<file path="src/rtl/uart_frame_parser.sv">
// uart_frame_parser: recovers payload bytes from 55 AA LEN DATA.. [CHK] frames in a uart_recv byte stream.
// Define UART_FRAME_CHKSUM_EN to add the trailing checksum byte (8-bit sum of LEN and payload).
module uart_frame_parser #(
  parameter int CLK_FREQ   = 65_000_000,
  parameter int MAX_LEN    = 16,
  parameter int TIMEOUT_US = 1000
) (
  input  logic       sys_clk,
  input  logic       sys_rst_n,
  input  logic       recv_done,
  input  logic [7:0] recv_data,
  output logic       out_valid,
  output logic [7:0] out_data,
  output logic       out_last,
  output logic       frame_done,
  output logic       frame_err,
  output logic [1:0] err_code
);

  localparam int TMO_CYCLES = CLK_FREQ / 1_000_000 * TIMEOUT_US;
  localparam int TMO_W      = (TMO_CYCLES > 1) ? $clog2(TMO_CYCLES) : 1;
  localparam logic [TMO_W-1:0] TMO_LAST  = TMO_W'(TMO_CYCLES - 1);
  localparam logic [7:0]       MAX_LEN_B = 8'(MAX_LEN);
  localparam logic [1:0] ERR_NONE = 2'b00;
  localparam logic [1:0] ERR_LEN  = 2'b01;
`ifdef UART_FRAME_CHKSUM_EN
  localparam logic [1:0] ERR_CHK  = 2'b10;
`endif
  localparam logic [1:0] ERR_TMO  = 2'b11;

  typedef enum logic [2:0] {
    ST_IDLE = 3'd0,
    ST_HDR2 = 3'd1,
    ST_LEN  = 3'd2,
`ifdef UART_FRAME_CHKSUM_EN
    ST_DATA = 3'd3,
    ST_CHK  = 3'd4
`else
    ST_DATA = 3'd3
`endif
  } state_t;

`ifdef UART_FRAME_CHKSUM_EN
  function automatic logic [7:0] chk_add(input logic [7:0] acc, input logic [7:0] b);
    return acc + b;
  endfunction
`endif

  state_t           state_r, state_nx;
  logic [7:0]       len_r, len_nx;
  logic [7:0]       idx_r, idx_nx;
  logic [TMO_W-1:0] tmo_r, tmo_nx;
  logic             tmo_hit;
`ifdef UART_FRAME_CHKSUM_EN
  logic [7:0]       sum_r, sum_nx;
`endif
  logic             valid_nx, last_nx, done_nx, err_nx;
  logic [7:0]       data_nx;
  logic [1:0]       code_nx;

  // A byte arriving on the expiry cycle wins over the timeout.
  assign tmo_hit = (state_r != ST_IDLE) && !recv_done && (tmo_r == TMO_LAST);

  // State register.
  always_ff @(posedge sys_clk or negedge sys_rst_n) begin
    if (!sys_rst_n) begin
      state_r <= ST_IDLE;
    end else begin
      state_r <= state_nx;
    end
  end

  // Next-state, datapath and next-output decode.
  always_comb begin
    state_nx = state_r;
    len_nx   = len_r;
    idx_nx   = idx_r;
`ifdef UART_FRAME_CHKSUM_EN
    sum_nx   = sum_r;
`endif
    valid_nx = 1'b0;
    data_nx  = 8'h00;
    last_nx  = 1'b0;
    done_nx  = 1'b0;
    err_nx   = 1'b0;
    code_nx  = ERR_NONE;
    if (recv_done) begin
      case (state_r)
        ST_IDLE: begin
          if (recv_data == 8'h55) begin
            state_nx = ST_HDR2;
          end else begin
            state_nx = ST_IDLE;
          end
        end
        ST_HDR2: begin
          if (recv_data == 8'hAA) begin
            state_nx = ST_LEN;
          end else if (recv_data == 8'h55) begin
            state_nx = ST_HDR2;
          end else begin
            state_nx = ST_IDLE;
          end
        end
        ST_LEN: begin
          if ((recv_data == 8'h00) || (recv_data > MAX_LEN_B)) begin
            err_nx   = 1'b1;
            code_nx  = ERR_LEN;
            state_nx = ST_IDLE;
          end else begin
            len_nx   = recv_data;
            idx_nx   = 8'h00;
`ifdef UART_FRAME_CHKSUM_EN
            sum_nx   = recv_data;
`endif
            state_nx = ST_DATA;
          end
        end
        ST_DATA: begin
          valid_nx = 1'b1;
          data_nx  = recv_data;
`ifdef UART_FRAME_CHKSUM_EN
          sum_nx   = chk_add(sum_r, recv_data);
`endif
          if (idx_r == (len_r - 8'd1)) begin
            last_nx  = 1'b1;
`ifdef UART_FRAME_CHKSUM_EN
            state_nx = ST_CHK;
`else
            done_nx  = 1'b1;
            state_nx = ST_IDLE;
`endif
          end else begin
            idx_nx   = idx_r + 8'd1;
          end
        end
`ifdef UART_FRAME_CHKSUM_EN
        ST_CHK: begin
          if (recv_data == sum_r) begin
            done_nx = 1'b1;
          end else begin
            err_nx  = 1'b1;
            code_nx = ERR_CHK;
          end
          state_nx = ST_IDLE;
        end
`endif
        default: begin
          state_nx = ST_IDLE;
        end
      endcase
    end else if (tmo_hit) begin
      err_nx   = 1'b1;
      code_nx  = ERR_TMO;
      state_nx = ST_IDLE;
    end else begin
      state_nx = state_r;
    end
  end

  // Inter-byte timeout counter: only runs while a frame is in progress.
  always_comb begin
    if (recv_done || (state_r == ST_IDLE) || tmo_hit) begin
      tmo_nx = '0;
    end else begin
      tmo_nx = tmo_r + TMO_W'(1);
    end
  end

  // Datapath and registered outputs.
  always_ff @(posedge sys_clk or negedge sys_rst_n) begin
    if (!sys_rst_n) begin
      len_r      <= 8'h00;
      idx_r      <= 8'h00;
      tmo_r      <= '0;
`ifdef UART_FRAME_CHKSUM_EN
      sum_r      <= 8'h00;
`endif
      out_valid  <= 1'b0;
      out_data   <= 8'h00;
      out_last   <= 1'b0;
      frame_done <= 1'b0;
      frame_err  <= 1'b0;
      err_code   <= 2'b00;
    end else begin
      len_r      <= len_nx;
      idx_r      <= idx_nx;
      tmo_r      <= tmo_nx;
`ifdef UART_FRAME_CHKSUM_EN
      sum_r      <= sum_nx;
`endif
      out_valid  <= valid_nx;
      out_data   <= data_nx;
      out_last   <= last_nx;
      frame_done <= done_nx;
      frame_err  <= err_nx;
      err_code   <= code_nx;
    end
  end

endmodule

</file>
<file path="config.mk">
export PLATFORM = sky130hd
export DESIGN_NAME = uart_frame_parser
export DESIGN_NICKNAME = d
export VERILOG_FILES = /design/src/rtl/uart_frame_parser.sv
export SDC_FILE = /design/constraint.sdc
export NUM_CORES = 1
export LEC_CHECK = 0
export CAP_MARGIN = 10
export CELL_PAD_IN_SITES_DETAIL_PLACEMENT = 1
export CELL_PAD_IN_SITES_GLOBAL_PLACEMENT = 1
export CORE_ASPECT_RATIO = 0.7
export CORE_MARGIN = 3
export CORE_UTILIZATION = 45
export CTS_BUF_LIST = sky130_fd_sc_hd__clkbuf_8
export CTS_CLUSTER_DIAMETER = 80
export DETAILED_ROUTE_END_ITERATION = 12
export PLACE_DENSITY_LB_ADDON = 0.15
export REMOVE_ABC_BUFFERS = 1
export SLEW_MARGIN = 20
export SYNTH_ARGS = -nofsm -noshare
export SYNTH_HDL_FRONTEND = slang
export SYNTH_SLANG_ARGS = --single-unit
</file>
<file path="constraint.sdc">
create_clock -name sys_clk -period 3.8 [get_ports sys_clk]
set_input_delay 0.38 -clock sys_clk [delete_from_list [all_inputs] [get_ports sys_clk]]
set_output_delay 0.38 -clock sys_clk [all_outputs]
set_load 0.02 [all_outputs]
</file>
### Yosys cells after proc, flatten, opt, wreduce, memory -nomap -nowiden

Index checks and enable logic that the tools add are counted.

* bits in registers: 48
* bits in latches: 0
* RAM bits: 0
* ROM bits: 0
* memories: 0

* add/subtract/negate cells: 3
* multiply operators: 0
* divide/modulo/power cells: 0
* magnitude comparators: 1
* equality and inequality tests: 10
* shift-type cells: 0
* multiplexer cells: 26
* bitwise logic cells: 1
* reduce and logical (&&, ||, !) cells: 14

Operators with widths (number)
* 2-to-1 mux 8 bit: 4
* adder 16 x 1 -> 16 bit, second input constant: 1
* equality test 16 bit, second input constant: 1
* 2-to-1 mux 16 bit: 1
* case mux 8 bit (2 select lines): 1
* 2-to-1 mux 1 bit: 12
* 2-to-1 mux 3 bit: 4
* case mux 3 bit (4 select lines): 1
* adder 8 x 1 -> 8 bit, second input constant: 1
* equality test 8 x 7 -> 1 bit, second input constant: 1
* equality test 8 bit: 1
* equality test 8 bit, second input constant: 1
* > comparator 8 x 5 -> 1 bit, second input constant: 1
* zero test 8 bit: 1
* subtractor 8 x 1 -> 8 bit, second input constant: 1
* equality test 3 x 2 -> 1 bit, second input constant: 2
* 2-to-1 mux 2 bit: 3
* != test 2 bit, second input constant: 2
* AND reduction 4 bit: 1
* nonzero test 2 bit: 2
* equality test 3 x 1 -> 1 bit, second input constant: 1
* zero test 3 bit: 1
* logical OR 1 bit: 3
* != test 3 bit, second input constant: 1
* 6 further kinds: 7

### Depth between registers and ports, before layout

* depth after elaboration: 5
* depth in mapped cells: 9
* mapped depth without buffers: 8

### Worst setup path before layout

Ideal clock, no wire load.

* path kind: input port to flip-flop
* from: in recv_data[2]
* to: reg idx_r[6]
* data arrival time: 2.104 ns
* data required time: 3.733 ns
* slack: 1.629 ns
* stages on the path: 7
* path buffers: 1
* cells stage by stage: nor4_1 -> xnor2_1 -> a21oi_1 -> buf_2 -> or3_1 -> or4_2 -> nand2_1

* cells in the longest elaborated chain, start to end: 4
* elaborated cells between the ends (all ways): 5
* classes of those cells: order compare: 1; eq/ne: 1; reduce/logical: 3

Ends and longest elaborated chain
* from (decl): line 11 `input logic [7:0] recv_data,`
* > comparator 8 x 5 -> 1 bit or zero test 8 bit (tied branches): line 106 `if ((recv_data == 8'h00) || (recv_data > MAX_LEN_B)) begin`
* logical OR 1 bit (*): line 106
* != test 2 bit (no line) (*)
* AND reduction 4 bit (no line) (*)
* to (signal assigned): line 187 `idx_r <= idx_nx;`
* to (decl): line 51 `logic [7:0] idx_r, idx_nx;`

Every way passes the cells marked *; elsewhere a longest branch is shown, timed or not.
A chain may end at the register's enable or synchronous reset.

### Worst setup path after layout

* from: reg len_r[0]
* to: reg state_r[1]

* cells in the longest elaborated chain, start to end: 4

Ends and longest elaborated chain
* from (decl): line 50 `logic [7:0] len_r, len_nx;`
* from (signal assigned): line 186 `len_r <= len_nx;`
* subtractor 8 x 1 -> 8 bit: line 125 `if (idx_r == (len_r - 8'd1)) begin`
* equality test 8 bit: line 125
* != test 3 bit (no line)
* AND reduction 2 bit (no line)
* to (signal assigned): line 69 `state_r <= state_nx;`
* to (decl): line 49 `state_t state_r, state_nx;`

No other way between the ends.

==> impl_metrics.py <==
metrics = {
    "status": {
        "status": "finished clean",
    },
    "drt": {
        "viasPerCell": 5.44,
        "ant_nets": 0,
        "drtPass1Iterations": 4,
        "drt_iter0_markers": 83,
        "vias": 1757,
        "totalWireLength_um": 5280,
        "drc": 0,
        "wl_per_cell_um": 16.3,
    },
    "sta": {
        "setup_viol": 0,
        "skew_ns": 0.00769,
        "hold_violations": 0,
        "finalMaxSlewViolations": 0,
        "setup-tns-final_ns": 0,
        "post-route-min-period_ns": 2.65,
        "timing.slew.headroom": 0.459,
        "finalCritPeriodShare": 0.697,
        "grt_setup_unrepaired": "no",
        "worst_pin_slew_ns": 0.811,
        "timing.fmax_mhz": 377,
        "timing.hold.ws_ns": 0.0732,
    },
    "logic_synthesis": {
        "synth_ff_type": "dfrtp_1",
        "synth_top_area_frac": 0.493,
        "ys_ff_latch": 46,
        "ys_types": 44,
        "synth_cells": 235,
        "ys_top_cells_by_count": "dfrtp_1, nand2_1, nor2_1",
        "syn-mean-instance-area_um2": 9.94,
        "synth_most_common_cell": "dfrtp_1",
        "yosys_warnings": 0,
        "postSynth.asyncResetShare": 1.00,
        "synth_edf_count": 0,
        "synthesis.area_mm2": 0.00233,
        "yosys.area.top_type": "dfrtp_1",
        "ys_seq_area_frac": 0.493,
        "ys_top_cells_by_area": "dfrtp_1, xor2_1, nand2_1, xnor2_1, nor2_1",
    },
    "critical_path": {
        "crit_chain": "inv_1, ha_1, nor3b_1, xnor2_1, nand4_1, a2111oi_4, or3_2, o2111ai_1",
        "slowest_stage": "a2111oi_4",
        "reg2reg_slack_ns": 1.15,
        "cp.required_ns": 3.95,
        "worstSetupEndpointType": "flop",
        "arrival_ns": 2.80,
        "crit_type": "flop to flop",
        "cp_max_fo": 15,
        "critPathMaxStageDelay_ns": 0.75,
        "start_kind": "flop",
    },
    "place": {
        "post-dp-hpwl_um": 3860,
        "port_buffers": 24,
        "post_dp_cell_area_mm2": 0.00260,
        "gp_congestion": 0.733,
    },
    "clocking": {
        "postCtsSetupBuffers": 0,
        "cts_sinks": 46,
        "worstSkewPairLatency_ns": 0.30,
        "ctsHtreeMaxLevel": 2,
        "hold_buffers": 0,
        "cts_resized": 0,
        "cts_tree": "yes",
        "clock_path_buffers": 2,
        "cts_buffers": 5,
        "cts_root_buf": "clkbuf_8",
        "clkTransAtPathRegs_ns": 0.08,
    },
    "grt": {
        "grt_max_degree": 47,
        "grt_pass1_wl_um": 9040,
        "antenna_found_initial": 0,
        "overflow": 0,
        "grt_pass1_vias": 1813,
        "grtUsageTotal": 0.190,
    },
    "layout": {
        "diodes": 0,
        "area_growth_pct": 16.2,
        "final_area_mm2": 0.00271,
        "drive_gt1_frac": 0.0984,
        "nets": 268,
    },
    "die": {
        "ios": 25,
        "initial_core_util": 0.478,
        "rows": 21,
        "fp.dieW_um": 92.1,
        "die_y_um": 66.3,
        "core_area_mm2": 0.00489,
        "dieArea_mm2": 0.00610,
    },
    "run": {
        "maxCapViolations": 0,
    },
    "power": {
        "ir_drop_v": 0.000190,
        "power_per_cell_area_mw_per_mm2": 329,
        "power_leakage_uw": 0.00118,
        "p_total_uw": 891,
    },
    "worst_hold_path": {
        "min_path_type": "primary input to async pin",
    },
}
[cells in the final DEF (no fill, tap or decap), types with 2 or more instances in the layout]
master / instances
buf_4: 2
and4_1: 2
o21ai_0: 2
nor3_1: 4
clkbuf_8: 6
or4_2: 5
nor2_1: 25
ha_1: 3
nand4_1: 5
or3_1: 2
and3_1: 4
xnor2_1: 12
o2111ai_1: 2
mux2i_1: 2
o31ai_1: 4
nand3_1: 13
a21oi_1: 3
inv_1: 6
a21oi_2: 2
xor2_1: 15
dfrtp_1: 46
clkdlybuf4s50_1: 23
nand2_1: 32
o211ai_1: 2
nor4_1: 3
and2_1: 11
[metal layers]
metal / GRT usage / vias to the layer above / part of all wire
met5: 0 / - / 0
met4: 0.0500 / 0 / 0.010
met3: 0.0444 / 6 / 0.042
met2: 0.287 / 40 / 0.43
met1: 0.276 / 874 / 0.52
li1: - / 837 / -
[cell type report]
type,count,area (um2)
multi-input combinational,170,1090
sequential,46,1150
inverter,6,22.5
fill,552,2170
clock inverter,1,30.0
timing repair buffer,25,245
tap,69,86.3
clock buffer,6,82.6
[cell families (layout without fill, tap and decap cells)]
logic type      count (synthesis)  in the layout  synth area share
buf+inv                        19             38            0.0380
xor+xnor                       27             27             0.101
flops                          46             46             0.493
fa+ha+maj                       3              3            0.0161
compound gates                 18             18            0.0648
simple gates                  120            120             0.278
mux                             2              2           0.00857
[critical path, delay by kind of cell (launching register included)]
kind                       cells  cell delay [ns]
AOI/OAI and AO/OA              2             0.86
xor gates and xnor gates       1             0.17
adders and majority gates      1             0.22
buffers and inverters          1             0.10
DFF                            1             0.45
and+or+nand+nor                3             0.71
[metrics by stage]
step           worst slack [ns]  utilization  std cells
3_3_place_gp              0.977        0.531        316
4_1_cts                    1.15        0.555        323
3_5_place_dp              0.905        0.531        316
2_1_floorplan              1.59            -        222
6_report                   1.15        0.555        323
5_1_grt                   0.995        0.555        323
[power breakdown]
part           internal (uW)  switching (uW)
Clock                    210             162
Combinational           10.9            19.1
Sequential               489           0.139
[flip-flops by register name, summed over array words and instances, names as in the netlist]
name        count
out_valid       1
state_r         2
idx_r           8
frame_done      1
tmo_r          16
err_code        2
len_r           8
out_data        8
[final timing paths]
check | from | to | depth (start not counted)
setup / recovery | len_r[0] | state_r[1] | 8
hold / removal | sys_rst_n | tmo_r[7] | 1
setup reg to reg | len_r[0] | state_r[1] | 8
hold reg to reg | tmo_r[0] | tmo_r[0] | 1
max in group asynchronous | sys_rst_n | idx_r[1] | 1
min in group sys_clk | tmo_r[0] | tmo_r[0] | 1
Note: power is estimated with default switching activity, not from simulation.
